### src/rtl/data_burst_ctrl.sv
// Burst controller: sequences one 9-beat burst through the external data counter,
// hands each beat to a valid/ready consumer, times out a starved datapath and
// reports completion or a latched fault code.
module data_burst_ctrl #(
  parameter int unsigned TIMEOUT_CYCLES = 255
) (
  input  logic       CLK,
  input  logic       RST,
  input  logic       Start,
  input  logic       Abort,
  input  logic       Dp_Valid,
  input  logic       Out_Ready,
  input  logic [3:0] Count,
  input  logic       Done_Flag,
  output logic       En_Count,
  output logic       Show_DATA,
  output logic       Out_Valid,
  output logic       Dp_Advance,
  output logic       Busy,
  output logic       Burst_Done,
  output logic       Err_Flag,
  output logic [1:0] Err_Code
);

  localparam logic [7:0] StallLast = 8'(TIMEOUT_CYCLES - 1);
  localparam logic [3:0] LastBeat  = 4'd8;

  localparam logic [1:0] CodeNone    = 2'b00;
  localparam logic [1:0] CodeTimeout = 2'b01;
  localparam logic [1:0] CodeArm     = 2'b10;
  localparam logic [1:0] CodeNoDone  = 2'b11;

  typedef enum logic [2:0] {
    StIdle,
    StArm,
    StRun,
    StWaitDone,
    StDone,
    StErr
  } state_e;

  state_e     state_q, state_d;
  logic [7:0] stall_q, stall_d;
  logic       miss_q, miss_d;   // Done_Flag already seen low once in WAIT_DONE
  logic [1:0] err_code_q, err_code_d;
  logic [1:0] fault_code;
  logic       in_run;
  logic       xfer;

  // Moore outputs from state, Mealy handshake outputs gated to RUN
  always_comb begin
    in_run     = (state_q == StRun);
    xfer       = in_run & Dp_Valid & Out_Ready;
    Out_Valid  = in_run & Dp_Valid;
    Show_DATA  = in_run & Out_Ready;
    Dp_Advance = xfer;
    En_Count   = (state_q == StArm) || (state_q == StRun) || (state_q == StWaitDone);
    Busy       = En_Count;
    Burst_Done = (state_q == StDone);
    Err_Flag   = (state_q == StErr);
    Err_Code   = err_code_q;
  end

  // Next state, stall counter, done-miss tracking and fault code
  always_comb begin
    state_d    = state_q;
    stall_d    = '0;
    miss_d     = 1'b0;
    fault_code = CodeNone;
    unique case (state_q)
      StIdle: begin
        if (Start) state_d = StArm;
      end
      StArm: begin
        if (Count == 4'd0 && !Done_Flag) begin
          state_d = StRun;
        end else begin
          state_d    = StErr;
          fault_code = CodeArm;
        end
      end
      StRun: begin
        // A transfer beats the timeout even on the threshold cycle
        if (xfer) begin
          if (Count == LastBeat) state_d = StWaitDone;
        end else if (stall_q == StallLast) begin
          state_d    = StErr;
          fault_code = CodeTimeout;
        end else begin
          stall_d = stall_q + 8'd1;
        end
      end
      StWaitDone: begin
        if (Done_Flag) begin
          state_d = StDone;
        end else if (miss_q) begin
          state_d    = StErr;
          fault_code = CodeNoDone;
        end else begin
          miss_d = 1'b1;
        end
      end
      StDone: begin
        state_d = StIdle;
      end
      StErr: begin
        if (Start) state_d = StArm;
      end
      default: begin
        state_d = StIdle;
      end
    endcase
    if (Abort) state_d = StIdle;

    // Code is captured on ERR entry, held while in ERR, cleared on any exit
    if (state_d == StErr) begin
      err_code_d = (state_q == StErr) ? err_code_q : fault_code;
    end else begin
      err_code_d = CodeNone;
    end
  end

  // State registers with asynchronous active-low reset
  always_ff @(posedge CLK or negedge RST) begin
    if (!RST) begin
      state_q    <= StIdle;
      stall_q    <= '0;
      miss_q     <= 1'b0;
      err_code_q <= CodeNone;
    end else begin
      state_q    <= state_d;
      stall_q    <= stall_d;
      miss_q     <= miss_d;
      err_code_q <= err_code_d;
    end
  end

endmodule

### config.mk
export PLATFORM = sky130hd
export DESIGN_NAME = data_burst_ctrl
export DESIGN_NICKNAME = d
export VERILOG_FILES = /design/src/rtl/data_burst_ctrl.sv
export SDC_FILE = /design/constraint.sdc
export NUM_CORES = 1
export LEC_CHECK = 0
export ABC_AREA = 1
export CORE_AREA = 3 3 47 49
export DETAILED_ROUTE_END_ITERATION = 10
export DIE_AREA = 0 0 50 52
export MAX_ROUTING_LAYER = met4
export PLACE_DENSITY_LB_ADDON = 0.15
export REMOVE_ABC_BUFFERS = 1
export SLEW_MARGIN = 20
export SYNTH_ARGS = -nofsm -noshare
export SYNTH_HDL_FRONTEND = slang
export SYNTH_SLANG_ARGS = --single-unit
### constraint.sdc
create_clock -name CLK -period 2.1 [get_ports CLK]
set_input_delay 0.315 -clock CLK [delete_from_list [all_inputs] [get_ports CLK]]
set_output_delay 0.315 -clock CLK [all_outputs]
set_load 0.01 [all_outputs]
==> results.md <==
* Worst VDD drop at 0.4094 mV
* Synth Warn # at 0
* Worst skew pair latency at 0.27 ns
* Total global-route track usage at 0.1650
* Yosys top cell area share at 0.3972
* PortBufs at 19
* Sum of negative setup slack at 0 ns
* Total placed cells including tap cells at 165
* Post-Synthesis Cells at 120
* Initial DRC count at 15
* Detailed Route WL at 1738 um
* Core ar. at approximately 1900 sq um
* Worst Path Max Fanout at 5
* Final setup viols at 0
* Antenna violations before repair at 0
* Num Clock Sinks at 14
* Vias at 787
* Multi-input combinational cell area at 437.9 sq um
* Root buffer cell: clkbuf_4
* Distinct cells, synth at 22
* Fin crit share at 0.9446
* Leak at ~0.00056 uW
* Antenna cell count at 0
* CTS tree: done
* Die area at 2600 sq um
* Overflow after GRT at 0
* Worst min path class: in -> async
* RD Place Congestion at 0.7382
* Starting density of the core at 0.4638
* TritonRoute pass-1 iters at 4
* Depth of the CTS H-tree at 1
* Fill cells at 161
* Worst Path Arrival at 1.67 ns
* Worst Path Required at 1.78 ns
* # DRC at 0
* Met2 Use GR at 0.2739
* P&R area growth vs syn at 27.23%
* FP Rows at 16
* Post-Syn Area at a little under 900 sq um
* Gr busiest metal: met2
* Final hold violation count at 0
* Layout cell share with drive strength beyond 1 at 0.1560
* Crit path kind: reg -> out
* Largest net degree at the start of global routing at 15
* Top cells by area, synth: dfrtp_1 (40%), nand2_1 (8.9%), nor2_1 (8.9%)
* Post-synthesis sequential area ratio at 0.3972
* Die width at 50 um
* Die Height at around 52 um
* Worst Setup End Kind: primary output
* Outcome: completed
* Dominant cell type by area after synthesis: dfrtp_1
* WL per Instance at a little over 10 um
* Cts hold-fix bufs at 0
* Setup slack after layout at between 0.1 and 0.15 ns
* RSZ-0062 raised after global routing: false
* Detailed placer's ending HPWL at 1431 um
* Seq. cell area at 351.6 sq um
* Clock buffer count from CTS at 3
* Via density at ~4.7
* Startpoint Class: flop
* Final ANT Viol Nets at 0
* Met3 global-route usage at 0.04298
* Fmax at 0.5041 GHz
* Placement Setup Slack at 0.1675 ns
* Relative slew slack at 0.5977
* Max Root-Sink Buffers at 2
* Met1 usage at 0.1888
* Clk_skew at 0.003829 ns
* Yosys reg bits at 14
* Fin nets at 156
* Max_cap viols at 0
* First-pass GRT wire length at about 3200 um
* WHS at around 0.42 ns
* Mean area per synthesized cell at 7.351 sq um
* Min Clock Period, post-route at 1.984 ns
* Power, Total at 561.4 uW
* Cell area power density at 500.2 nW/um^2
* Fin cells at 168
* Worst Tran Pin Value at 0.6015 ns
* I/O pin count at 20
* CTS clock-pin slew for the worst setup and hold paths at 0.08 ns
* Max Slew Vio Count at 0
* Vias in the first global route at 792
through the flow:
stage | util | cell area (sq um)
floorplan | - | 874.6
global placement | 0.5776 | 1099
detailed placement | 0.5776 | 1099
CTS | 0.5895 | 1121
global route | 0.5901 | 1122
finish | 0.5901 | 1122
per-layer routing:
layer	up-vias	share of wire	wire length, um
li1	412	-	-
met1	339	0.44	757
met2	26	0.47	821
met3	10	0.060	104
met4	0	0.030	53
met5	-	0	0
final cells by class:
| class | instances | share of cell area |
|---|---|---|
| Timing Repair Buffer | 19 | 0.1695 |
| Sequential cell | 14 | 0.3133 |
| Clock buffer | 3 | 0.02007 |
| Inverter | 23 | 0.07692 |
| Multi-Input combinational cell | 82 | 0.3902 |
| Tap cell | 27 | 0.03010 |
synthesized netlist by cell type:
| master | count |
|---|---|
| nor3_1 | 1 |
| nor2_4 | 2 |
| nand2_2 | 4 |
| xnor2_1 | 1 |
| nor2_1 | 21 |
| a31oi_1 | 1 |
| nor3_2 | 1 |
| xor2_1 | 4 |
| nand2_1 | 21 |
| nand3_1 | 10 |
| buf_4 | 1 |
| inv_1 | 16 |
| nand4_1 | 2 |
| a21oi_1 | 6 |
| inv_2 | 6 |
| nand3_2 | 2 |
| clkinv_1 | 1 |
| nand4_2 | 1 |
| ha_1 | 2 |
| nor2_2 | 2 |
| dfrtp_1 | 14 |
| o21ai_0 | 1 |
timing repair:
item | 4_1_cts | 5_1_grt
setup buffers | 0 | 0
gates resized for setup | 0 | 1
endpoints found under the setup margin | 0 | 1
placed cells by master, fill, tap and decap left out:
master           instances
a21oi_1                  6
a31oi_1                  1
clkbuf_4                 3
clkdlybuf4s50_1         19
clkinv_1                 1
dfrtp_1                 13
dfrtp_2                  1
ha_1                     2
inv_1                   16
inv_2                    6
nand2_1                 21
nand2_2                  4
nand3_1                 10
nand3_2                  2
nand4_1                  2
nand4_2                  1
nor2_1                  21
nor2_2                   2
nor2_4                   2
nor3_1                   1
nor3_2                   1
o21ai_0                  1
xnor2_1                  1
xor2_1                   4
power breakdown:
| group | internal, uW | switching [uW] | total [uW] |
|---|---|---|---|
| clock | 66.3 | 76.3 | 143 |
| sequential | 276 | 10.4 | 287 |
| combinational | 62.3 | 70.0 | 132 |
state kept, by name, indices dropped and copies added (netlist names):
signal	flops
stall_q	8
state_q	3
Err_Code	2
miss_q	1
critical path, stage by stage, from the launching register on:
cell	delay, ns
dfrtp_1	0.46
nor2_4	0.17
nand4_2	0.15
inv_2	0.09
clkdlybuf4s50_1	0.53
cell families (layout without fill, tap and decap cells):
| logic type | after synthesis | after routing | share of synthesized area |
|---|---|---|---|
| flops | 14 | 14 | 0.3972 |
| buf+inv | 24 | 45 | 0.1064 |
| fa+ha+maj | 2 | 2 | 0.02836 |
| simple gates | 67 | 67 | 0.3716 |
| compound gates | 8 | 8 | 0.04681 |
| xor+xnor | 5 | 5 | 0.04964 |
final timing paths:
kind | startpoint | to | slack [ns] | cells past startpoint
setup / recovery | state_q[2] | Dp_Advance | 0.12 | 4
hold / removal | RST | stall_q[6] | 0.42 | 1
setup reg to reg | stall_q[0] | Err_Code[1] | 0.64 | 12
hold reg to reg | stall_q[0] | stall_q[0] | 0.49 | 1
max in group asynchronous | RST | state_q[1] | 1.25 | 1
min in group CLK | stall_q[0] | stall_q[0] | 0.49 | 1
No activity file was read; power rests on OpenSTA's default activity.
